==> src/rtl/stream_dispatch_pkg.sv <==
// stream_dispatch_pkg: shared route codes and default UDP ports for the CHDR ingress
// dispatcher. The egress aggregator uses the same port constants.
//   route_t        : 2-bit route code (o0, o1, o2, drop)
//   route_decode() : priority encode of the three port-match flags into a route code
package stream_dispatch_pkg;

    typedef logic [1:0] route_t;

    localparam route_t ROUTE_CTRL = 2'd0;
    localparam route_t ROUTE_TX   = 2'd1;
    localparam route_t ROUTE_RXFC = 2'd2;
    localparam route_t ROUTE_DROP = 2'd3;

    localparam int unsigned UDP_CTRL_PORT   = 49200;
    localparam int unsigned UDP_TXDATA_PORT = 49202;
    localparam int unsigned UDP_RXFC_PORT   = 49204;

    // The lowest output index wins if two ports are configured to the same value.
    function automatic route_t route_decode(input logic hit_ctrl, input logic hit_tx,
                                            input logic hit_rxfc);
        if (hit_ctrl)      return ROUTE_CTRL;
        else if (hit_tx)   return ROUTE_TX;
        else if (hit_rxfc) return ROUTE_RXFC;
        else               return ROUTE_DROP;
    endfunction

endpackage

==> src/rtl/stream_dispatch_sat_cnt.sv <==
// stream_dispatch_sat_cnt: CNT_W-bit event counter that saturates at all-ones.
//   clk     : clock
//   reset_n : synchronous active-low reset (count -> 0)
//   clear   : synchronous soft clear (count -> 0)
//   inc     : count one event this cycle
//   count   : current count
module stream_dispatch_sat_cnt #(
    parameter int unsigned CNT_W = 32
) (
    input  logic             clk,
    input  logic             reset_n,
    input  logic             clear,
    input  logic             inc,
    output logic [CNT_W-1:0] count
);

    always_ff @(posedge clk) begin
        if (!reset_n) begin
            count <= '0;
        end else if (clear) begin
            count <= '0;
        end else if (inc && (count != {CNT_W{1'b1}})) begin
            count <= count + 1'b1;
        end
    end

endmodule

==> src/rtl/stream_dispatch.sv <==
// stream_dispatch: routes whole CHDR packets from one ingress stream to one of three
// consumers by UDP destination port (i_tuser, sampled on the first beat). Unknown
// ports are drained at one beat per cycle and counted as drops.
//   clk, reset_n, clear         : clock, sync active-low reset, sync soft clear
//   i_tdata/tuser/tlast/tvalid  : ingress stream, i_tready back to the deframer
//   oN_tdata/tlast/tvalid       : egress streams (0 = ctrl, 1 = tx data, 2 = rx fc ack)
//   oN_tready                   : egress ready, only the selected one is honoured
//   drop_count, pkt_count       : saturating packet counters
module stream_dispatch
    import stream_dispatch_pkg::*;
#(
    parameter int unsigned CHDR_W      = 64,
    parameter int unsigned USER_W      = 16,
    parameter int unsigned CTRL_PORT   = UDP_CTRL_PORT,
    parameter int unsigned TXDATA_PORT = UDP_TXDATA_PORT,
    parameter int unsigned RXFC_PORT   = UDP_RXFC_PORT,
    parameter int unsigned CNT_W       = 32
) (
    input  logic              clk,
    input  logic              reset_n,
    input  logic              clear,
    input  logic [CHDR_W-1:0] i_tdata,
    input  logic [USER_W-1:0] i_tuser,
    input  logic              i_tlast,
    input  logic              i_tvalid,
    output logic              i_tready,
    output logic [CHDR_W-1:0] o0_tdata,
    output logic              o0_tlast,
    output logic              o0_tvalid,
    input  logic              o0_tready,
    output logic [CHDR_W-1:0] o1_tdata,
    output logic              o1_tlast,
    output logic              o1_tvalid,
    input  logic              o1_tready,
    output logic [CHDR_W-1:0] o2_tdata,
    output logic              o2_tlast,
    output logic              o2_tvalid,
    input  logic              o2_tready,
    output logic [CNT_W-1:0]  drop_count,
    output logic [CNT_W-1:0]  pkt_count
);

    logic   sof;
    route_t dest_r;
    route_t dest_new;
    route_t dest;
    logic   active;
    logic   xfer;
    logic   first_xfer;

    assign dest_new = route_decode(i_tuser == USER_W'(CTRL_PORT),
                                   i_tuser == USER_W'(TXDATA_PORT),
                                   i_tuser == USER_W'(RXFC_PORT));

    // First beat routes with zero latency; later beats follow the latched route.
    assign dest   = sof ? dest_new : dest_r;
    assign active = reset_n && !clear;

    always_comb begin
        i_tready = 1'b0;
        if (active) begin
            case (dest)
                ROUTE_CTRL: i_tready = o0_tready;
                ROUTE_TX:   i_tready = o1_tready;
                ROUTE_RXFC: i_tready = o2_tready;
                default:    i_tready = 1'b1;
            endcase
        end
    end

    assign o0_tdata  = i_tdata;
    assign o1_tdata  = i_tdata;
    assign o2_tdata  = i_tdata;
    assign o0_tlast  = i_tlast;
    assign o1_tlast  = i_tlast;
    assign o2_tlast  = i_tlast;
    assign o0_tvalid = active && i_tvalid && (dest == ROUTE_CTRL);
    assign o1_tvalid = active && i_tvalid && (dest == ROUTE_TX);
    assign o2_tvalid = active && i_tvalid && (dest == ROUTE_RXFC);

    assign xfer       = i_tvalid && i_tready;
    assign first_xfer = xfer && sof;

    always_ff @(posedge clk) begin
        if (!reset_n || clear) begin
            sof    <= 1'b1;
            dest_r <= ROUTE_DROP;
        end else if (xfer) begin
            sof <= i_tlast;
            if (sof) begin
                dest_r <= dest_new;
            end
        end
    end

    stream_dispatch_sat_cnt #(
        .CNT_W(CNT_W)
    ) u_drop_cnt (
        .clk    (clk),
        .reset_n(reset_n),
        .clear  (clear),
        .inc    (first_xfer && (dest == ROUTE_DROP)),
        .count  (drop_count)
    );

    stream_dispatch_sat_cnt #(
        .CNT_W(CNT_W)
    ) u_pkt_cnt (
        .clk    (clk),
        .reset_n(reset_n),
        .clear  (clear),
        .inc    (first_xfer && (dest != ROUTE_DROP)),
        .count  (pkt_count)
    );

endmodule

==> config.mk <==
export PLATFORM = sky130hd
export DESIGN_NAME = stream_dispatch
export DESIGN_NICKNAME = d
export VERILOG_FILES = /design/src/rtl/stream_dispatch_pkg.sv /design/src/rtl/stream_dispatch_sat_cnt.sv /design/src/rtl/stream_dispatch.sv
export SDC_FILE = /design/constraint.sdc
export NUM_CORES = 1
export LEC_CHECK = 0
export CAP_MARGIN = 30
export CORE_AREA = 5 5 132 134
export CTS_BUF_LIST = sky130_fd_sc_hd__clkbuf_4
export CTS_CLUSTER_DIAMETER = 40
export DETAILED_ROUTE_END_ITERATION = 7
export DIE_AREA = 0 0 137 139
export HOLD_SLACK_MARGIN = 0.03
export PLACE_DENSITY = 0.72
export SLEW_MARGIN = 30
export SYNTH_ARGS = -nofsm -noshare
export SYNTH_HDL_FRONTEND = slang
export SYNTH_SLANG_ARGS = --single-unit
==> constraint.sdc <==
create_clock -name clk -period 7 [get_ports clk]
set_input_delay 0.7 -clock clk [delete_from_list [all_inputs] [get_ports clk]]
set_output_delay 0.7 -clock clk [all_outputs]
set_load 0.02 [all_outputs]
==> impl_metrics.ini <==
[outcome]
status = finished, final reports clean

[drt]
drcViolationCount = 0
totalWireLength_mm = 11.6
drtPass1Iterations = 4
viasPerCell = 4.71
ant_nets = 0
wl_per_cell_um = 15.8
vias = 3479
drtIter0Drc = 95

[placement]
place_area_mm2 = 0.00458
io_buffers = 94
routabilityCongestion = 0.798
dp_cells = 722
pre_cts_ws_ps = 3020
dpl.hpwl_mm = 8.66

[logic_synthesis]
async_flop_share_pct = 0
ys_seq_area_share_pct = 27.6
ys_types = 46
synth_nets = 707
synthFlopType = dfxtp_1
synth-edff-count = 0
avgSynthCellArea_um2 = 7.88
ys_ff_latch = 67
syn_area_mm2 = 0.00486
yosys_warnings = 0
syn-instance-count = 617

[timing]
maxSlewViolCount = 0
rsz0062_at_grt = no
slew_headroom_pct = 38.1
setup_viol = 0
skew_ps = 22.1
clock.fmax_ghz = 0.249
tightest_slew_ps = 920
hold_viol = 0
timing.final.ws_setup_ps = 2980
fin_crit_sh_pct = 57.4
tns_ps = 0
fin_crit_ps = 4020

[clock_tree]
clockRootBuffer = clkbuf_4
cts_tree = built
clk_latency_ps = 410
clock_sinks = 67
post_cts_buffers = 0
hold_buffers = 0
clkTransAtPathRegs_ps = 130
clockBufferDepth = 2
cts_resized = 0
cts_buffers = 9
h-tree-depth = 3

[layout]
stdcell_count = 738
multi_input_area_mm2 = 0.00195
stdcell_area_mm2 = 0.00477
drive_above_1_share_pct = 6.18
regArea_mm2 = 0.00134
nets = 603
area_growth_pct = -1.96
diodes = 0
num-fill-cells = 1750

[worst_setup_path]
timing.setup.critical_path_class = in -> out
cp.required_ps = 6300
endpoint_kind = output pin
start_kind = primary input
critPathArrivalTime_ps = 3320
worstPathMaxFanout = 5

[power]
clkPwrFrac_pct = 44.8
internal_power_mw = 0.585
seqPwrFrac_pct = 50.5
peakVddDrop_mv = 0.0733
p_sw_share_pct = 22.7
power_leakage_nw = 1.38
combPwrFrac_pct = 4.7
p_sw_mw = 0.171
power_density_mw_per_mm2 = 159
total_power_mw = 0.756

[global_route]
grt_max_degree = 63
grtUsageTotal_pct = 12.1
gr-total-overflow = 0
antenna_found_initial = 0
grt_pass1_wl_mm = 18.3
grt_pass1_vias = 3459

[run]
cap_violations = 0

[floorplan]
num_io_pins = 351
num_rows = 47
dieWidth_um = 137
die_area_mm2 = 0.0190
initial_utilization_pct = 30.1
die_height_um = 139
core-area_mm2 = 0.0162

[hold_path]
min_path_type = reg -> reg
-- worst paths after layout --
| check | from | endpoint | slack, ps | cells after the start |
|---|---|---|---|---|
| max | i_tuser[9] | i_tready | 2980 | 8 |
| min | u_pkt_cnt.count[19] | u_pkt_cnt.count[19] | 510 | 2 |
| max reg2reg | sof | u_pkt_cnt.count[5] | 4210 | 8 |
| min reg2reg | u_pkt_cnt.count[19] | u_pkt_cnt.count[19] | 510 | 2 |
-- critical path, cell delays in order --
cell and delay (ps):
clkdlybuf4s50_1 400, or4_4 570, nor4_2 400, or2_2 260
o21ai_0 100, o22ai_1 200, nor2_1 90, clkdlybuf4s50_1 580
-- stage by stage --
stage / hold WS [ps] / utilization (%)
after floorplan: 488 / -
after global placement: 484 / 28.3
after detailed placement: 498 / 28.3
after CTS: 517 / 29.5
after global routing: 543 / 29.5
final: 513 / 29.5
-- cells in the final DEF, fill, tap and decap left out, types with 2 or more instances in the layout --
cell type,instances
buf_4,4
clkbuf_4,10
nand3_1,25
nor2_1,50
o311ai_1,2
and4_1,7
nand4b_1,2
mux2i_1,4
xor2_1,6
or4_1,5
bufinv_16,3
or2_2,2
and2_1,7
nand4_1,17
nor3_1,20
o31ai_1,3
inv_1,12
dfxtp_1,67
nand2_1,36
clkdlybuf4s50_1,94
and3_1,9
a21oi_1,24
xnor2_1,30
nor4_1,12
or3_1,20
ha_1,2
o21ai_0,21
-- area by class of cell --
type / instances / share of cell area (%)
multi-input cells: 325 / 40.8
flip-flops and latches: 67 / 28.1
repair buffers: 98 / 20.4
well taps: 220 / 5.77
clock inverters: 6 / 2.36
clock buffers: 10 / 1.57
inverters: 12 / 0.945
-- Yosys cell counts, drive strengths merged, types with 2 or more instances --
master	instances	area (um^2)
xnor2	30	263
nor4	14	109
mux2i	4	40.0
xor2	6	52.6
inv	12	45.0
clkbuf	16	60.1
ha	2	25.0
o21ai	21	105
o32ai	2	36.3
o311ai	2	17.5
nand2	36	135
nand4	17	106
or4	6	48.8
buf	197	1470
nor3	20	100
or3	20	125
o31ai	3	22.5
or2	3	18.8
dfxtp	67	1340
nand4b	2	17.5
a21oi	24	120
nor2	51	194
and3	9	56.3
nand3	25	125
and2	7	43.8
and4	7	61.3
nand2b	2	12.5
-- power groups by stage --
stage	sequential, mW	combinational, mW	clock [mW]
after floorplan	0.391	0.176	0
after global placement	0.391	0.0354	0
after detailed placement	0.391	0.0355	0
after CTS	0.382	0.0358	0.350
after global routing	0.382	0.0378	0.366
final	0.382	0.0354	0.339
-- flip-flops by register name, summed over array words and instances, names as in the netlist --
register / count
dest_r: 2
sof: 1
u_drop_cnt.count: 32
u_pkt_cnt.count: 32
-- layer usage --
layer | wire, um | vias up | track usage [%]
met4 | 726 | 0 | 8.30
met5 | 0 | - | 0
met3 | 984 | 78 | 4.68
met1 | 4380 | 1580 | 12.9
li1 | - | 1704 | -
met2 | 5560 | 117 | 19.4
-- logic make-up after synthesis --
| kind of cell | after synthesis | share of synthesized area [%] |
|---|---|---|
| buf+inv | 225 | 32.5 |
| simple gates | 222 | 24.3 |
| flops | 67 | 27.6 |
| compound gates | 60 | 7.59 |
| xor+xnor | 36 | 6.48 |
| mux | 5 | 1.06 |
| fa+ha+maj | 2 | 0.515 |
Note: power is estimated with default switching activity, not from simulation.
